===== src/rtl/fifo_rd_ctrl.sv =====
// Read-side controller of the synchronous FIFO: read pointer, empty/full/level and a registered FWFT output stage.
// Optional macro FIFO_RD_OVERRUN_CHK_EN adds a sticky overrun flag for writes made while storage was full.
module fifo_rd_ctrl #(
  parameter int DEPTH_LOG2 = 4,
  parameter int WIDTH      = 8
) (
  input  logic                  clk,
  input  logic                  clr,
  input  logic [DEPTH_LOG2:0]   wr_ptr,
  output logic [DEPTH_LOG2:0]   rd_ptr,
  output logic [DEPTH_LOG2-1:0] mem_addr,
  input  logic [WIDTH-1:0]      mem_data,
  output logic [WIDTH-1:0]      dout,
  output logic                  dout_valid,
  input  logic                  dout_ready,
  output logic                  empty,
  output logic                  full,
  output logic [DEPTH_LOG2:0]   level
`ifdef FIFO_RD_OVERRUN_CHK_EN
  ,
  output logic                  overrun
`endif
);

  localparam int PW = DEPTH_LOG2 + 1;
  localparam logic [PW-1:0] PTR_ONE = PW'(1);
  localparam logic [PW-1:0] DEPTH_W = PW'(1 << DEPTH_LOG2);

  typedef enum logic {
    HOLD_NONE = 1'b0,
    HOLD_WORD = 1'b1
  } state_e;

  state_e            state_q, state_d;
  logic [PW-1:0]     rd_ptr_q, rd_ptr_d;
  logic [WIDTH-1:0]  dout_q, dout_d;
  logic              pop;
  logic              consume;

  // Storage status depends only on the two registered pointers, never on dout_ready.
  always_comb begin
    empty = (wr_ptr == rd_ptr_q);
    full  = (wr_ptr[PW-1] != rd_ptr_q[PW-1]) &&
            (wr_ptr[DEPTH_LOG2-1:0] == rd_ptr_q[DEPTH_LOG2-1:0]);
    level = wr_ptr - rd_ptr_q;
  end

  // Handshake: a word transfers on an edge where dout_valid && dout_ready; ready is ignored
  // while dout_valid is low. The stage refills whenever it is empty or being drained.
  always_comb begin
    consume = (state_q == HOLD_WORD) && dout_ready;
    pop     = !empty && ((state_q == HOLD_NONE) || dout_ready);
  end

  always_ff @(posedge clk or posedge clr) begin
    if (clr) begin
      state_q  <= HOLD_NONE;
      rd_ptr_q <= '0;
      dout_q   <= '0;
    end else begin
      state_q  <= state_d;
      rd_ptr_q <= rd_ptr_d;
      dout_q   <= dout_d;
    end
  end

  always_comb begin
    state_d = state_q;
    if (pop) begin
      state_d = HOLD_WORD;
    end else if (consume) begin
      state_d = HOLD_NONE;
    end
  end

  // Pointer wraps naturally through the PW-bit adder; the top bit separates full from empty.
  always_comb begin
    rd_ptr_d = rd_ptr_q;
    dout_d   = dout_q;
    if (pop) begin
      rd_ptr_d = rd_ptr_q + PTR_ONE;
      dout_d   = mem_data;
    end
  end

  always_comb begin
    dout_valid = (state_q == HOLD_WORD);
    dout       = dout_q;
    rd_ptr     = rd_ptr_q;
    mem_addr   = rd_ptr_q[DEPTH_LOG2-1:0];
  end

`ifdef FIFO_RD_OVERRUN_CHK_EN
  logic overrun_q, overrun_d;

  always_comb begin
    overrun_d = overrun_q || (level > DEPTH_W);
  end

  always_ff @(posedge clk or posedge clr) begin
    if (clr) begin
      overrun_q <= 1'b0;
    end else begin
      overrun_q <= overrun_d;
    end
  end

  assign overrun = overrun_q;
`else
  logic unused_depth;
  assign unused_depth = ^DEPTH_W;
`endif

endmodule


===== config.mk =====
export PLATFORM = sky130hd
export DESIGN_NAME = fifo_rd_ctrl
export DESIGN_NICKNAME = d
export VERILOG_FILES = /design/src/rtl/fifo_rd_ctrl.sv
export SDC_FILE = /design/constraint.sdc
export NUM_CORES = 1
export LEC_CHECK = 0
export ABC_AREA = 1
export CAP_MARGIN = 20
export CORE_MARGIN = 2
export CORE_UTILIZATION = 43
export CTS_CLUSTER_SIZE = 16
export DETAILED_ROUTE_END_ITERATION = 8
export GPL_TIMING_DRIVEN = 0
export PLACE_DENSITY_LB_ADDON = 0.08
export REMOVE_ABC_BUFFERS = 1
export SETUP_SLACK_MARGIN = 0.4
export SYNTH_ARGS = -nofsm -noshare
export SYNTH_HDL_FRONTEND = slang
export SYNTH_SLANG_ARGS = --single-unit
export TNS_END_PERCENT = 20

===== constraint.sdc =====
create_clock -name clk -period 2.8 [get_ports clk]
set_input_delay 0.28 -clock clk [delete_from_list [all_inputs] [get_ports clk]]
set_output_delay 0.28 -clock clk [all_outputs]
set_load 0.005 [all_outputs]

==> flow_metrics.tcl, run 1 <==
set metrics [dict create \
    status "finished, final reports clean" \
    end_kind "output pin" \
    slowest_delay_ns 0.50 \
    fin_tns_setup_ns 0 \
    postCtsHoldBufs 0 \
    clk_path_buf_depth 2 \
    worst_pin_slew_ns 0.5418 \
    drc 0 \
    fp.dieArea_um2 2357 \
    place_ws_ns 0.3419 \
    antenna_cells 0 \
    layout_min_cycle_time_ns 2.351 \
    dpl.hpwl_um 1412 \
    die_height_um 48.55 \
    vdd_drop_max_mv 0.4182 \
    synthToLayoutAreaGrowth_pct 54.40 \
    yosys-top-cells-area "dfrtp_1, nand2_1, nand3_1, ha_1, inv_1" \
    worst_path_max_delay_cell "clkdlybuf4s50_1" \
    ys_warn_count 0 \
    cts_buffers 3 \
    fmax_mhz 425.4 \
    clk_pin_slew_worst_paths_ns 0.08 \
    clock_latency_ns 0.27 \
    gp_congestion 0.7193 \
    cpMostUsedCell "inv_1" \
    drive_gt1_share_pct 11.64 \
    yosysSeqAreaShare_pct 41.06 \
    leakage_nw 0.6505 \
    ios 41 \
    grt_antenna_before_repair 0 \
    crit_chain "inv_1, ha_1, nand2_1, nor2_2, nand2_4, inv_1, clkdlybuf4s50_1" \
    wirelength_um 1961 \
    dr.pass1.iters 4 \
    num_rows 16 \
    final_nets 169 \
    holdWs_ns 0.3463 \
    drtIter0Drc 11 \
    cts_tree "built" \
    drv_cap 0 \
    slew_headroom_pct 63.84 \
    wl_per_cell_um 11.34 \
    cp.required_ns 2.52 \
    finalHoldViolCount 0 \
    overflow 0 \
    power_density_nw_per_um2 838.4 \
    ant_nets 0 \
    htreeDepth 1 \
    first_global_vias 843 \
    ys_seq_elements 14 \
    cts.sinks 14 \
    grt_first_pass_wirelength_um 3470 \
    synth.distinct_cells 17 \
    setup_viol 0 \
    syn_area_um2 853.3 \
    port_buffers 40 \
    vias 819 \
    initial_core_util_pct 44.40 \
    synth.avg_cell_area_um2 7.975 \
    synth_top_area_cell "dfrtp_1" \
    setup_slack_ns 0.4495 \
    final_util_pct 68.55 \
    synthCells 107 \
    via_per_inst 4.734 \
    globalRouteTotalUtil_pct 18.36 \
    die_w_um 48.55 \
    slew_violations 0 \
    hold_path.class "input pin to asynchronous set/reset pin" \
    crit_arrival_ns 2.07 \
    cp_max_fo 15 \
    synth_top_area_share_pct 41.06 \
    core_area_um2 1922 \
    crit_path_start_kind "register" \
    grt_max_degree 16 \
    skew_ns 0.001636 \
    place_area_um2 1231 \
    fin_crit_sh_pct 83.95 \
    critPathKind "register to output pin" \
    cts_root_buf "clkbuf_4" \
    rsz0062_at_grt "yes" \
    design_area_um2 1318 \
]
[flip-flops by register name (all words and copies together) (netlist names)]
name	cells
dout_valid	1
rd_ptr	5
dout	8
[metal layers]
layer	track usage [%]	up-vias	part of all wire (%)
li1	-	410	-
met5	0	-	0
met2	34.26	35	51
met1	20.76	372	41
met3	4.012	2	6.4
met4	5.714	0	0.76
[cells in the mapped netlist]
cell / number
nand2_1: 38
clkbuf_1: 2
nand3_1: 16
dfrtp_1: 14
a21oi_1: 2
fa_1: 1
nand2_2: 2
nand3b_1: 1
ha_1: 5
nor3_1: 1
nand4_1: 2
buf_4: 5
buf_6: 1
inv_1: 11
xor2_1: 4
nand2_4: 1
nor2_2: 1
[final timing paths]
path	startpoint	slack (ns)	endpoint	depth (start not counted)
setup / recovery	rd_ptr[1]	0.45	empty	7
min in group clk	dout[2]	0.48	dout[2]	2
hold / removal	clr	0.35	dout[2]	2
hold reg to reg	dout[2]	0.48	dout[2]	2
setup reg to reg	rd_ptr[1]	1.21	rd_ptr[0]	8
max in group asynchronous	clr	2.07	rd_ptr[2]	2
[kinds of logic after synthesis]
logic type | count (synthesis) | share of synthesized area (%)
AND/OR/NAND/NOR | 62 | 32.55
XOR/XNOR | 4 | 4.105
buffers and inverters | 19 | 11.44
adder cells (fa/ha/maj) | 6 | 9.678
flip-flops | 14 | 41.06
AO/OA/AOI/OAI | 2 | 1.173
[layout by cell type (no fill, tap or decap)]
cell / synthesis / final
clkdlybuf4s50_1: 0 / 39
nand2_1: 38 / 38
nand3_1: 16 / 16
inv_1: 11 / 11
dfrtp_1: 14 / 10
xor2_1: 4 / 4
ha_1: 5 / 4
dfrtp_2: 0 / 4
clkbuf_4: 0 / 3
buf_4: 5 / 3
nand2_4: 1 / 2
nand4_1: 2 / 2
a21oi_1: 2 / 2
nand2_2: 2 / 1
nor2_2: 1 / 1
nor3_1: 1 / 1
nand3b_1: 1 / 1
fa_2: 0 / 1
ha_4: 0 / 1
clkbuf_8: 0 / 1
dlymetal6s2s_1: 0 / 1
[final cells by class]
type | count | area [µm²]
multi-input combinational | 74 | 425.4
clock buffer | 4 | 36.28
sequential | 14 | 355.3
fill | 169 | 604.3
inverter | 11 | 41.29
tap | 27 | 33.78
timing repair buffer | 43 | 425.4
[power by group]
part	internal, W	leakage [nW]	switching [W]	total (W)
clock	0.0000789	0.0210	0.0000615	0.000140
combinational	0.000379	0.465	0.000274	0.000653
sequential	0.000261	0.165	0.0000505	0.000311
[per-stage QoR]
stage,power (W),cells
6_report,0.001105,173
5_1_grt,0.001214,173
4_1_cts,0.001079,171
3_5_place_dp,0.0009186,166
3_3_place_gp,0.0008985,166
2_1_floorplan,0.0005782,99
[timing repair]
item | CTS | global route
resized for setup | 4 | 4
endpoints found under the setup margin | 2 | 3
buffers inserted | 1 | 2
[worst max-delay path: cells and delay by family (launching register included)]
kind | cells | cell delay (ns)
AND/OR/NAND/NOR | 3 | 0.38
adder cells (fa/ha/maj) | 1 | 0.29
flip-flops | 1 | 0.43
buffers and inverters | 3 | 0.69
Power figures use the tool's default switching activity.
==> run 2: changes to the inputs <==
CORE_UTILIZATION = 40   (was 43)
clock period = 2.2 ns   (was 2.8 ns; I/O delays follow)
==> run 2 against run 1 <==
Effect of this change:
- core utilization up 2.3 points
- non-clock buffer count rose by 5
- largest cell class unchanged
- sequential share of layout area shrank 1.7 points
- power rose by 36%
- via count grew 4.5%
==> flow_metrics.tcl, run 2 (synthesis results as in run 1) <==
set metrics [dict create \
    dp_cells 166 \
    finalHoldViolCount 0 \
    slew_headroom_pct 62.78 \
    drive_gt1_share_pct 21.19 \
    hold_path.class "input pin to asynchronous set/reset pin" \
    dpl.hpwl_um 1394 \
    place_ws_ns -0.1162 \
    port_buffers 40 \
    final_nets 174 \
    clk_pin_slew_worst_paths_ns 0.08 \
    cts_buffers 3 \
    drv_cap 0 \
    gp_congestion 0.6813 \
    layout_min_cycle_time_ns 1.945 \
    critPathKind "register to output pin" \
    grt_antenna_before_repair 0 \
    design_area_um2 1404 \
    grt_first_pass_wirelength_um 3546 \
    synthToLayoutAreaGrowth_pct 64.52 \
    rsz0062_at_grt "yes" \
    place_area_um2 1231 \
    vias 856 \
    drc 0 \
    first_global_vias 819 \
    dr.pass1.iters 4 \
    cts_tree "built" \
    cp_max_fo 2 \
    globalRouteTotalUtil_pct 18.05 \
    wl_met3_um 124 \
    cts_root_buf "clkbuf_4" \
    antenna_cells 0 \
    ios 41 \
    htreeDepth 1 \
    fp.dieArea_um2 2519 \
    crit_arrival_ns 1.73 \
    initial_core_util_pct 43.06 \
    status "finished, final reports clean" \
    crit_path_start_kind "register" \
    skew_ns 0.003870 \
    end_kind "output pin" \
    fin_crit_sh_pct 88.42 \
    via_per_inst 4.809 \
    grt_max_degree 16 \
    core_area_um2 1982 \
    fillCellCount 172 \
    drtIter0Drc 16 \
    fmax_mhz 514.1 \
    power_density_nw_per_um2 1068 \
    final_common_cell "nand2_1" \
    wl_met2_um 1163 \
    overflow 0 \
    seq_area_um2 355.3 \
    highest-signal-layer "met4" \
    worst_pin_slew_ns 0.5570 \
    final_cells 178 \
    clock_latency_ns 0.27 \
    setup_viol 0 \
    multi_input_area_um2 483.0 \
    die_height_um 50.19 \
    clk_path_buf_depth 2 \
    num_rows 16 \
    cp.required_ns 1.98 \
    leakage_nw 0.6984 \
    largest_reg_flops 8 \
    wl_per_cell_um 12.20 \
    cts.sinks 14 \
    final_cell_mix "nand2_1, clkdlybuf4s50_1, nand3_1" \
    setup_slack_ns 0.2549 \
    wirelength_um 2172 \
    postCtsHoldBufs 0 \
    slew_violations 0 \
    drt-met1-wl_um 875 \
    die_w_um 50.19 \
    vdd_drop_max_mv 0.5388 \
    ant_nets 0 \
]
## run 2: path summary, 6_finish.rpt
check                               start         to  slack, ns  cells past startpoint
worst max-delay path            rd_ptr[0]   level[4]       0.25                      8
worst min-delay path                  clr    dout[6]       0.27                      2
worst max register to register  rd_ptr[1]  rd_ptr[3]       0.59                      9
worst min register to register    dout[5]    dout[5]       0.48                      2
max in group asynchronous             clr  rd_ptr[1]       1.55                      2
min in group clk                  dout[5]    dout[5]       0.48                      2
## run 2: critical path, cell delays in order (launching register included)
cell	delay [ns]
dfrtp_2	0.39
ha_4	0.13
inv_2	0.04
fa_2	0.37
buf_6	0.13
nand3_2	0.07
nand2_2	0.05
xor2_1	0.14
buf_2	0.13
## run 2: where the power goes
group	internal, W	switching [W]	leakage (nW)
combinational	0.000521	0.000421	0.513
clock	0.000101	0.0000792	0.0210
sequential	0.000331	0.0000456	0.165
total	0.000953	0.000546	0.698
## run 2: routing by layer
| layer | vias up | GRT usage [%] |
|---|---|---|
| li1 | 421 | - |
| met1 | 401 | 21.22 |
| met2 | 32 | 34.65 |
| met3 | 2 | 1.786 |
| met4 | 0 | 4.167 |
| met5 | - | 0 |
## run 2: through the flow
stage / power (W) / hold slack (ns) / setup TNS, ns / util, %
2_1_floorplan: 0.0007359 / 0.1092 / 0 / -
3_3_place_gp: 0.001145 / 0.4556 / -0.1661 / 62.12
3_5_place_dp: 0.001176 / 0.4617 / -0.2072 / 62.12
4_1_cts: 0.001490 / 0.2986 / 0 / 70.45
5_1_grt: 0.001619 / 0.3444 / 0 / 70.83
6_report: 0.001499 / 0.2702 / 0 / 70.83
## run 2: repair_timing
item	in CTS	in global routing
buffers inserted	8	0
setup endpoints to repair	20	6
pin swaps	6	0
gates resized for setup	30	2
## run 2: layout make-up
class | instances | share of cell area (%)
repair buffers | 48 | 32.35
inverters | 11 | 2.941
multi-input cells | 74 | 34.40
well taps | 27 | 2.406
flip-flops and latches | 14 | 25.31
clock buffers | 4 | 2.585
